===== src/rtl/fifo_ctrl_16_8_if.sv =====
// fifo_ctrl_16_8_if: client push/pop handshake plus RAM-side signals; master = client/RAM side, slave = controller
interface fifo_ctrl_16_8_if #(
  parameter int DATA_W = 8,
  parameter int ADDR_W = 4
);
  logic              flush;
  logic              push;
  logic [DATA_W-1:0] push_data;
  logic              push_accept;
  logic              pop;
  logic              pop_accept;
  logic              pop_valid;
  logic [DATA_W-1:0] pop_data;
  logic              full;
  logic              empty;
  logic [ADDR_W:0]   count;
  logic              ram_write;
  logic [ADDR_W-1:0] ram_wr_addr;
  logic [DATA_W-1:0] ram_data_in;
  logic              ram_read;
  logic [ADDR_W-1:0] ram_rd_addr;
  logic [DATA_W-1:0] ram_data_out;
`ifdef FIFO_CTRL_ERR_EN
  logic              overflow;
  logic              underflow;
  modport master (
    output flush, push, push_data, pop, ram_data_out,
    input  push_accept, pop_accept, pop_valid, pop_data, full, empty, count,
    input  ram_write, ram_wr_addr, ram_data_in, ram_read, ram_rd_addr, overflow, underflow
  );
  modport slave (
    input  flush, push, push_data, pop, ram_data_out,
    output push_accept, pop_accept, pop_valid, pop_data, full, empty, count,
    output ram_write, ram_wr_addr, ram_data_in, ram_read, ram_rd_addr, overflow, underflow
  );
`else
  modport master (
    output flush, push, push_data, pop, ram_data_out,
    input  push_accept, pop_accept, pop_valid, pop_data, full, empty, count,
    input  ram_write, ram_wr_addr, ram_data_in, ram_read, ram_rd_addr
  );
  modport slave (
    input  flush, push, push_data, pop, ram_data_out,
    output push_accept, pop_accept, pop_valid, pop_data, full, empty, count,
    output ram_write, ram_wr_addr, ram_data_in, ram_read, ram_rd_addr
  );
`endif
endinterface


===== src/rtl/fifo_ctrl_16_8.sv =====
// fifo_ctrl_16_8: pointer/status/read-pipeline controller turning external dual_ram_16_8 into a FIFO
// Optional FIFO_CTRL_ERR_EN adds sticky overflow/underflow flags.
module fifo_ctrl_16_8 #(
  parameter int DATA_W = 8,
  parameter int DEPTH  = 16,
  parameter int ADDR_W = 4
) (
  input logic             clk,
  input logic             reset_n,
  fifo_ctrl_16_8_if.slave bus
);
  logic [ADDR_W:0]   wptr_q, wptr_d, rptr_q, rptr_d, count;
  logic              pop_valid_q, pop_valid_d;
  logic              full, empty, push_accept, pop_accept;
  logic [DATA_W-1:0] wr_data, rd_data;
  always_comb begin
    count       = wptr_q - rptr_q;
    empty       = wptr_q == rptr_q;
    full        = count == (ADDR_W+1)'(DEPTH);
    push_accept = reset_n && bus.push && !full && !bus.flush;
    pop_accept  = reset_n && bus.pop && !empty && !bus.flush;
    wptr_d      = bus.flush ? '0 : wptr_q + (ADDR_W+1)'(push_accept);
    rptr_d      = bus.flush ? '0 : rptr_q + (ADDR_W+1)'(pop_accept);
    pop_valid_d = pop_accept;
    wr_data     = bus.push_data;
    rd_data     = bus.ram_data_out;
  end
  always_ff @(posedge clk or negedge reset_n)
    if (!reset_n) begin
      wptr_q      <= '0;
      rptr_q      <= '0;
      pop_valid_q <= 1'b0;
    end else begin
      wptr_q      <= wptr_d;
      rptr_q      <= rptr_d;
      pop_valid_q <= pop_valid_d;
    end
  assign bus.push_accept = push_accept;
  assign bus.pop_accept  = pop_accept;
  assign bus.pop_valid   = pop_valid_q;
  assign bus.pop_data    = rd_data;
  assign bus.full        = full;
  assign bus.empty       = empty;
  assign bus.count       = count;
  assign bus.ram_write   = push_accept;
  assign bus.ram_wr_addr = wptr_q[ADDR_W-1:0];
  assign bus.ram_data_in = wr_data;
  assign bus.ram_read    = pop_accept;
  assign bus.ram_rd_addr = rptr_q[ADDR_W-1:0];
`ifdef FIFO_CTRL_ERR_EN
  logic overflow_q, overflow_d, underflow_q, underflow_d;
  always_comb begin
    overflow_d  = !bus.flush && (overflow_q || (bus.push && full));
    underflow_d = !bus.flush && (underflow_q || (bus.pop && empty));
  end
  always_ff @(posedge clk or negedge reset_n)
    if (!reset_n) begin
      overflow_q  <= 1'b0;
      underflow_q <= 1'b0;
    end else begin
      overflow_q  <= overflow_d;
      underflow_q <= underflow_d;
    end
  assign bus.overflow  = overflow_q;
  assign bus.underflow = underflow_q;
`endif
endmodule

===== src/flat_wrapper.sv =====
// flat-port wrapper written by rule: the top's interface ports become plain ports
module fifo_ctrl_16_8_flat 
#(
  parameter int DATA_W = 8,
  parameter int DEPTH  = 16,
  parameter int ADDR_W = 4
)
  (clk, reset_n, bus_flush, bus_push, bus_push_data, bus_pop, bus_ram_data_out, bus_push_accept, bus_pop_accept, bus_pop_valid, bus_pop_data, bus_full, bus_empty, bus_count, bus_ram_write, bus_ram_wr_addr, bus_ram_data_in, bus_ram_read, bus_ram_rd_addr);
  fifo_ctrl_16_8_if #(.DATA_W(DATA_W), .ADDR_W(ADDR_W)) bus_i ();
  input logic clk;
  input logic reset_n;
  input wire logic [$bits(bus_i.flush)-1:0] bus_flush;
  input wire logic [$bits(bus_i.push)-1:0] bus_push;
  input wire logic [$bits(bus_i.push_data)-1:0] bus_push_data;
  input wire logic [$bits(bus_i.pop)-1:0] bus_pop;
  input wire logic [$bits(bus_i.ram_data_out)-1:0] bus_ram_data_out;
  output wire logic [$bits(bus_i.push_accept)-1:0] bus_push_accept;
  output wire logic [$bits(bus_i.pop_accept)-1:0] bus_pop_accept;
  output wire logic [$bits(bus_i.pop_valid)-1:0] bus_pop_valid;
  output wire logic [$bits(bus_i.pop_data)-1:0] bus_pop_data;
  output wire logic [$bits(bus_i.full)-1:0] bus_full;
  output wire logic [$bits(bus_i.empty)-1:0] bus_empty;
  output wire logic [$bits(bus_i.count)-1:0] bus_count;
  output wire logic [$bits(bus_i.ram_write)-1:0] bus_ram_write;
  output wire logic [$bits(bus_i.ram_wr_addr)-1:0] bus_ram_wr_addr;
  output wire logic [$bits(bus_i.ram_data_in)-1:0] bus_ram_data_in;
  output wire logic [$bits(bus_i.ram_read)-1:0] bus_ram_read;
  output wire logic [$bits(bus_i.ram_rd_addr)-1:0] bus_ram_rd_addr;
  assign bus_i.flush = bus_flush;
  assign bus_i.push = bus_push;
  assign bus_i.push_data = bus_push_data;
  assign bus_i.pop = bus_pop;
  assign bus_i.ram_data_out = bus_ram_data_out;
  assign bus_push_accept = bus_i.push_accept;
  assign bus_pop_accept = bus_i.pop_accept;
  assign bus_pop_valid = bus_i.pop_valid;
  assign bus_pop_data = bus_i.pop_data;
  assign bus_full = bus_i.full;
  assign bus_empty = bus_i.empty;
  assign bus_count = bus_i.count;
  assign bus_ram_write = bus_i.ram_write;
  assign bus_ram_wr_addr = bus_i.ram_wr_addr;
  assign bus_ram_data_in = bus_i.ram_data_in;
  assign bus_ram_read = bus_i.ram_read;
  assign bus_ram_rd_addr = bus_i.ram_rd_addr;
  fifo_ctrl_16_8 #(.DATA_W(DATA_W), .DEPTH(DEPTH), .ADDR_W(ADDR_W)) u_core (.clk(clk), .reset_n(reset_n), .bus(bus_i));
endmodule

===== config.mk =====
export PLATFORM = sky130hd
export DESIGN_NAME = fifo_ctrl_16_8_flat
export DESIGN_NICKNAME = d
export VERILOG_FILES = /design/src/rtl/fifo_ctrl_16_8_if.sv /design/src/rtl/fifo_ctrl_16_8.sv /design/src/flat_wrapper.sv
export SDC_FILE = /design/constraint.sdc
export NUM_CORES = 1
export LEC_CHECK = 0
export CAP_MARGIN = 20
export CORE_MARGIN = 1.5
export CORE_UTILIZATION = 35
export DETAILED_ROUTE_END_ITERATION = 6
export PLACE_DENSITY_LB_ADDON = 0.3
export SKIP_LAST_GASP = 1
export SLEW_MARGIN = 20
export SYNTH_ARGS = -nofsm -noshare
export SYNTH_HDL_FRONTEND = slang
export SYNTH_SLANG_ARGS = --single-unit
export TNS_END_PERCENT = 10

===== constraint.sdc =====
create_clock -name clk -period 3.25 [get_ports clk]
set_clock_uncertainty 0.1 [all_clocks]
set_input_delay 0.325 -clock clk [delete_from_list [all_inputs] [get_ports clk]]
set_output_delay 0.325 -clock clk [all_outputs]
set_load 0.01 [all_outputs]

Word level (Yosys, flattened, before mapping) --
Cells that the tools add are included.
Storage, ports and cells: bits in registers 11, bits of input ports 21, output and inout port bits 36, word-level logic and storage cells 19
Cells by class: add/subtract/negate cells 3, equal/unequal tests 2, mux-type cells 2, reduce and logical (&&, ||, !) cells 9
Operator list (count):
- 5-bit by 1-bit adder with 5-bit output | 2
- 5-bit two-way mux | 2
- 1-bit logical AND | 6
- 5-bit == test | 1
- 5-bit == test, second input constant | 1
- 5-bit subtractor | 1
- 1-bit zero test | 3

Depth between registers and ports, before layout --
Gate-level depths: netlist of run 1.
word-level depth 7, mapped depth 13, gate-level depth less buffers 13

Worst setup path after synthesis of run 1 --
Ideal clock, no wire load.
path kind flip-flop to flip-flop, from reg u_core.wptr_q[0], to reg u_core.wptr_q[4], library setup time 0.132 ns, arrival time 2.568 ns, required time 3.018 ns, path slack 0.450 ns, stages on the path, launching flop included 13, path buffers 0, period minus slack after synthesis 2.800 ns, cell sequence dfrtp_1 > inv_1 > ha_1 > inv_1 > fa_1 > xor2_1 > or3_1 > o311a_1 > ha_1 > ha_1 > nand3_1 > xor2_1 > nor2_1
Between the ends: cells in the longest elaborated chain, start to end 7
Ends and longest elaborated chain:
- start, declared | line fifo_ctrl_16_8.sv:12 | logic [ADDR_W:0] wptr_q, wptr_d, rptr_q, rptr_d, count;
- start signal, assigned | line fifo_ctrl_16_8.sv:34 | wptr_q <= wptr_d;
- 5-bit subtractor | line fifo_ctrl_16_8.sv:17 | count = wptr_q - rptr_q;
- via bus_count[2] | line flat_wrapper.sv:23 | output wire logic [$bits(bus_i.count)-1:0] bus_count;
- 5-bit == test | line fifo_ctrl_16_8.sv:19 | full = count == (ADDR_W+1)'(DEPTH);
- 1-bit zero test | line fifo_ctrl_16_8.sv:20 | push_accept = reset_n && bus.push && !full && !bus.flush;
- 1-bit logical AND (2 in a row) | line fifo_ctrl_16_8.sv:20
- via bus_push_accept | line flat_wrapper.sv:17 | output wire logic [$bits(bus_i.push_accept)-1:0] bus_push_accept;
- 5-bit by 1-bit adder with 5-bit output | line fifo_ctrl_16_8.sv:22 | wptr_d = bus.flush ? '0 : wptr_q + (ADDR_W+1)'(push_accept);
- 5-bit two-way mux | line fifo_ctrl_16_8.sv:22
- via u_core.wptr_d[4] | line fifo_ctrl_16_8.sv:12
The timed path passes the listed nets, and every way through them passes these cells.

Worst setup path after layout of run 1 --
from reg u_core.wptr_q[0], to out bus_ram_write
Between the ends: cells in the longest elaborated chain, start to end 5
Ends and longest elaborated chain:
- 5-bit subtractor | line fifo_ctrl_16_8.sv:17
- 5-bit == test | line fifo_ctrl_16_8.sv:19
- 1-bit zero test | line fifo_ctrl_16_8.sv:20
- 1-bit logical AND (2 in a row) | line fifo_ctrl_16_8.sv:20
- end, declared | line flat_wrapper.sv:24 | output wire logic [$bits(bus_i.ram_write)-1:0] bus_ram_write;
Every way passes these cells.

==> metrics.md, run 1 <==
| Metric | Value |
|---|---|
| Gate Count Post-Synth | `90` |
| Layout area overhead | `12.8%` |
| Worst slew pin tran | `0.401 ns` |
| Outcome | `completed` |
| CP Capture Type | `output port` |
| Antenna Cells | `0` |
| GR Overflow Total | `0` |
| Worst slack at placement | `0.309 ns` |
| Finish-stage setup viols | `0` |
| Seq cells post-synth | `11` |
| Post-synth top cells | `buf_4 (26), dfrtp_1 (11), ha_1 (8)` |
| Clock-pin slew on the worst setup and hold paths | `0.07 ns` |
| DR pass1 iterations | `4` |
| Worst-Skew Late Latency | `0.27 ns` |
| Ports | `57` |
| GRT Util Overall | `12.7%` |
| CTS Hold Bufs | `0` |
| Max cap viols | `0` |
| Max-slew violation count | `0` |
| Layout cells sized above 1 | `6.52%` |
| DRC viols | `0` |
| Layout fillers | `229` |
| Mean Syn Cell Area | `9.58 µm²` |
| Multi-input gate area | `362 µm²` |
| Fin crit share | `96.6%` |
| Clock sinks | `11` |
| Min-delay worst type | `in2async` |
| Total vias in the final route | `556` |
| Synth area leader | `dfrtp_1` |
| Worst Setup Slack, final | `0.111 ns` |
| First-pass GRT wire length | `2.55 mm` |
| Top routing layer in use | `met4` |
| Unrepaired setup endpoints after global routing | `true` |
| Most used flip-flop cell after synthesis | `dfrtp_1` |
| Number of antenna violations at the first check in global routing | `0` |
| Pwr dens | `279 nW/µm²` |
| Die W | `52.6 µm` |
| Max FO, Critical Path | `3` |
| Total power | `0.000271 W` |
| Crit start category | `flip-flop` |
| CTS tree | `built` |
| CP arrival | `2.71 ns` |
| Clk buf depth | `2` |
| Nets | `123` |
| Cell Area, Synth | `862 µm²` |
| Placer Congestion | `0.842` |
| Worst VDD drop | `0.210 mV` |
| Util after Layout | `42.7%` |
| Num CTS Buffers | `3` |
| Largest net degree at the start of global routing | `13` |
| Syn. warnings | `0` |
| Rows | `17` |
| Synth top area share | `31.9%` |
| Most frequent cell after synthesis | `buf_4` |
| Asr flop ratio synth | `100%` |
| Worst setup path category | `reg2out` |
| Reg area | `275 µm²` |
| Syn_nets | `120` |
| Final hold violation count | `0` |
| H-tree depth | `1` |
| Number of synthesized flops with an enable pin | `0` |
| Worst endpoint required time | `2.82 ns` |
| Post-DP HPWL | `1.20 mm` |
| Wire length on met3 | `122 µm` |
| Yosys cell types | `22` |
| Number of global-route vias before repair | `596` |
| Core Box Area | `2280 µm²` |
| Antenna-violating nets left | `0` |
| DIE HEIGHT | `52.6 µm` |
| Leakage | `0.450 nW` |
| Initial drt markers | `2` |
| Die area | `2770 µm²` |
| Post-Route Setup TNS | `0 ns` |
| Sequential cell area fraction in the yosys report | `31.9%` |
| Met1 wire length | `629 µm` |
| Met2 WL | `649 µm` |
| Minimum clock period | `3.14 ns` |
| Worst slew margin | `73.2%` |
| Fmax | `319 MHz` |
| Initial Util | `37.9%` |
| Drt total wl | `1.46 mm` |
| CTS root buf | `clkbuf_4` |
| Drt via density | `4.63` |
| WL per Instance | `12.2 µm` |
| Area contributors post-synth | `dfrtp_1 (32%), buf_4 (23%), ha_1 (12%)` |
| Port bufs | `24` |
-- sequential cells by signal, summed over array words and instances, names as in the netlist --
| name | cells |
|---|---|
| u_core.rptr_q | 5 |
| u_core.wptr_q | 5 |
| u_core.bus.pop_valid | 1 |
-- path summary, 6_finish.rpt --
check,startpoint,end,slack (ns),depth (start not counted)
worst max-delay path,u_core.wptr_q[0]$_DFF_PN0_,bus_ram_write,0.11,8
worst max register to register,u_core.wptr_q[0]$_DFF_PN0_,u_core.wptr_q[4]$_DFF_PN0_,0.32,12
min in group clk,u_core.rptr_q[4]$_DFF_PN0_,u_core.rptr_q[4]$_DFF_PN0_,0.50,2
worst min-delay path,reset_n,u_core.wptr_q[3]$_DFF_PN0_,0.25,2
max in group asynchronous,reset_n,u_core.rptr_q[4]$_DFF_PN0_,2.65,2
worst min register to register,u_core.rptr_q[4]$_DFF_PN0_,u_core.rptr_q[4]$_DFF_PN0_,0.50,2
-- power by group --
group | leakage [nW] | switching [W] | internal [W]
registers | 0.153 | 0.00000119 | 0.000138
clock network | 0.0150 | 0.0000456 | 0.0000476
logic | 0.282 | 0.0000173 | 0.0000216
-- per-layer routing --
metal	GRT usage, %	vias up
met5	0	-
met4	10.7	0
met3	2.00	15
met2	19.2	24
met1	15.6	254
li1	-	263
-- what timing repair did --
| item | CTS | global route |
|---|---|---|
| hold endpoints to repair | 0 | 0 |
| setup buffers | 0 | 0 |
| resized for setup | 0 | 0 |
| endpoints found under the setup margin | 0 | 2 |
-- cell type report --
type / count / area share, %
multi-input cells: 45 / 37.2
inverters: 7 / 2.70
flip-flops and latches: 11 / 28.3
repair buffers: 25 / 25.5
clock buffers: 4 / 2.70
well taps: 28 / 3.60
-- stage by stage --
step           cell area [µm²]  hold WS [ns]  std cells
2_1_floorplan              862       -0.0706         90
3_3_place_gp               946         0.480        116
3_5_place_dp               946         0.484        116
4_1_cts                    972         0.245        120
5_1_grt                    972         0.266        120
6_report                   972         0.247        120
-- placed cells by master, fill, tap and decap left out --
cell type	synthesis	routed
nand2_1	1	1
nor2_1	7	7
xor2_2	1	1
buf_4	26	1
inv_1	7	7
clkbuf_1	1	1
clkdlybuf4s50_1	0	24
dfrtp_1	11	11
fa_1	1	1
nand4_1	1	1
nor3_1	1	1
nor2b_1	5	5
clkbuf_4	0	3
nand3b_1	1	1
and3b_1	1	1
xor2_1	5	5
xnor2_1	4	4
nand3_1	4	4
ha_1	8	8
a21oi_1	1	1
o311a_1	1	1
a21o_1	1	1
or3_1	1	1
a21oi_2	1	1
-- worst max-delay path, stage by stage (launching register included) --
cell and delay [ns]:
dfrtp_1 0.40, inv_1 0.06, ha_1 0.15, inv_1 0.06
fa_1 0.40, xor2_1 0.20, or3_1 0.34, o311a_1 0.34
clkdlybuf4s50_1 0.49
-- cell families (layout without fill, tap and decap cells) --
group,count (synthesis),count (layout),synth area share [%]
DFF,11,11,31.9
xor gates and xnor gates,10,10,11.0
and+or+nand+nor,22,22,13.4
buffers and inverters,34,36,26.1
AOI/OAI and AO/OA,4,4,3.63
adders and majority gates,9,9,13.9
Note: power is estimated with default switching activity, not from simulation.
==> run 2, diff against run 1 <==
GPL_TIMING_DRIVEN = 0   (was unset)
==> metrics.md, run 2 (synthesis results as in run 1) <==
| Metric | Value |
|---|---|
| Worst-Skew Late Latency | `0.26 ns` |
| Sw Ratio | `24.0%` |
| Fmax | `322 MHz` |
| # Post-CTS Setup Buffers | `0` |
| Logic pwr share | `25.7%` |
| Unrepaired setup endpoints after global routing | `false` |
| Clock sinks | `11` |
| GR Overflow Total | `0` |
| Layout cells sized above 1 | `23.9%` |
| First-pass GRT wire length | `2.50 mm` |
| DRC viols | `0` |
| Antenna Cells | `0` |
| Post-Place Cells | `158` |
| Final Non-Filler Cells | `162` |
| Drt via density | `4.23` |
| Core Box Area | `2280 µm²` |
| Util after Layout | `58.4%` |
| Number of antenna violations at the first check in global routing | `0` |
| Leakage | `0.656 nW` |
| Worst slew margin | `65.9%` |
| Finish-stage setup viols | `0` |
| Nets | `165` |
| Rows | `17` |
| Worst path max stage delay | `0.50 ns` |
| Share of total power in the clock network | `29.7%` |
| H-tree depth | `1` |
| Cell Chain, Critical Path | `ha_1, inv_1, fa_2, or3_1, o311a_1, clkdlybuf4s50_1` |
| Clk buf depth | `2` |
| Port bufs | `40` |
| CTS tree | `built` |
| Worst Setup Slack, final | `0.140 ns` |
| CP arrival | `2.69 ns` |
| Die W | `52.6 µm` |
| Worst slew pin tran | `0.510 ns` |
| Max cap viols | `0` |
| DR pass1 iterations | `4` |
| Outcome | `completed` |
| Worst setup path category | `reg2out` |
| Final hold violation count | `0` |
| Slowest CP cell | `clkdlybuf4s50_1` |
| DIE HEIGHT | `52.6 µm` |
| Clock-pin slew on the worst setup and hold paths | `0.07 ns` |
| CP Capture Type | `output port` |
| Layout area overhead | `54.1%` |
| Number of global-route vias before repair | `583` |
| Max FO, Critical Path | `3` |
| WL per Instance | `10.1 µm` |
| Post-DP HPWL | `1.36 mm` |
| Placer Congestion | `0.799` |
| Total power | `0.000313 W` |
| Largest net degree at the start of global routing | `13` |
| Internal power | `0.000237 W` |
| Num CTS Buffers | `3` |
| Pwr dens | `235 nW/µm²` |
| Die area | `2770 µm²` |
| Worst VDD drop | `0.173 mV` |
| Total vias in the final route | `685` |
| Initial drt markers | `5` |
| Initial Util | `37.9%` |
| Fin crit share | `95.7%` |
| Max-slew violation count | `0` |
| Worst endpoint required time | `2.82 ns` |
| Share of power burned in registers | `44.6%` |
| Layout fillers | `204` |
| Worst slack at placement | `0.330 ns` |
| Crit path max-delay family | `adder cells` |
| GRT Util Overall | `12.1%` |
| Min-delay worst type | `in2async` |
| Ports | `57` |
| Most common cell after layout, fill and taps aside | `clkdlybuf4s50_1` |
| Commonest non-fill, non-tap cells in the layout | `clkdlybuf4s50_1 (39), buf_4 (26), dfrtp_1 (11)` |
| WP buf/inv | `2` |
| Antenna-violating nets left | `0` |
| CTS root buf | `clkbuf_4` |
| Minimum clock period | `3.11 ns` |
| Drt total wl | `1.63 mm` |
| Switching power | `0.0000751 W` |
| Post-Route Setup TNS | `0 ns` |
| Crit start category | `flip-flop` |
[run 2: cell count changes in the layout (fill, tap and decap cells not counted), sizes merged]
cell           delta
dlymetal6s2s      +1
buf              +25
clkdlybuf4s50    +15
clkbuf            +1
[run 2: final timing paths]
check | startpoint | slack, ns | endpoint | cells past startpoint
min | reset_n | 0.30 | u_core.rptr_q[1]$_DFF_PN0_ | 1
min reg2reg | u_core.rptr_q[4]$_DFF_PN0_ | 0.49 | u_core.rptr_q[4]$_DFF_PN0_ | 2
max in group asynchronous | reset_n | 2.41 | u_core.wptr_q[0]$_DFF_PN0_ | 1
max | u_core.rptr_q[0]$_DFF_PN0_ | 0.14 | bus_push_accept | 6
min in group clk | u_core.rptr_q[4]$_DFF_PN0_ | 0.49 | u_core.rptr_q[4]$_DFF_PN0_ | 2
max reg2reg | u_core.rptr_q[0]$_DFF_PN0_ | 0.35 | u_core.wptr_q[4]$_DFF_PN0_ | 10
[run 2: cell type report]
class / instances / area (µm²) / share of cell area [%]
timing repair buffer: 40 / 403 / 30.3
multi-input combinational: 45 / 364 / 27.4
sequential: 11 / 275 / 20.7
buffer: 27 / 199 / 15.0
tap: 28 / 35.0 / 2.64
clock buffer: 4 / 26.3 / 1.98
inverter: 7 / 26.3 / 1.98
[run 2: repair_timing]
action / in CTS / in global routing
endpoints found under the hold margin: 0 / 0
resized for setup: 0 / 2
endpoints found under the setup margin: 0 / 1
hold buffers: 0 / 0
[run 2: routing by layer]
| layer | vias to the layer above | wire, µm | GRT usage (%) |
|---|---|---|---|
| li1 | 347 | - | - |
| met1 | 301 | 692 | 15.8 |
| met2 | 37 | 757 | 20.4 |
| met3 | 0 | 182 | 2.57 |
| met4 | 0 | 0 | 2.56 |
| met5 | - | 0 | 0 |
[run 2: power groups by stage]
stage	Clock, W	Combinational (W)	Sequential [W]
floorplan	0	0.0000387	0.000142
global placement	0	0.0000805	0.000142
detailed placement	0	0.0000816	0.000142
CTS	0.0000991	0.0000819	0.000139
global route	0.000102	0.0000870	0.000139
finish	0.0000928	0.0000805	0.000139
[run 2: metrics by stage]
stage / hold WS, ns / instance area [µm²]
2_1_floorplan: -0.0706 / 862
3_3_place_gp: 0.480 / 1300
3_5_place_dp: 0.485 / 1300
4_1_cts: 0.320 / 1320
5_1_grt: 0.348 / 1330
6_report: 0.297 / 1330
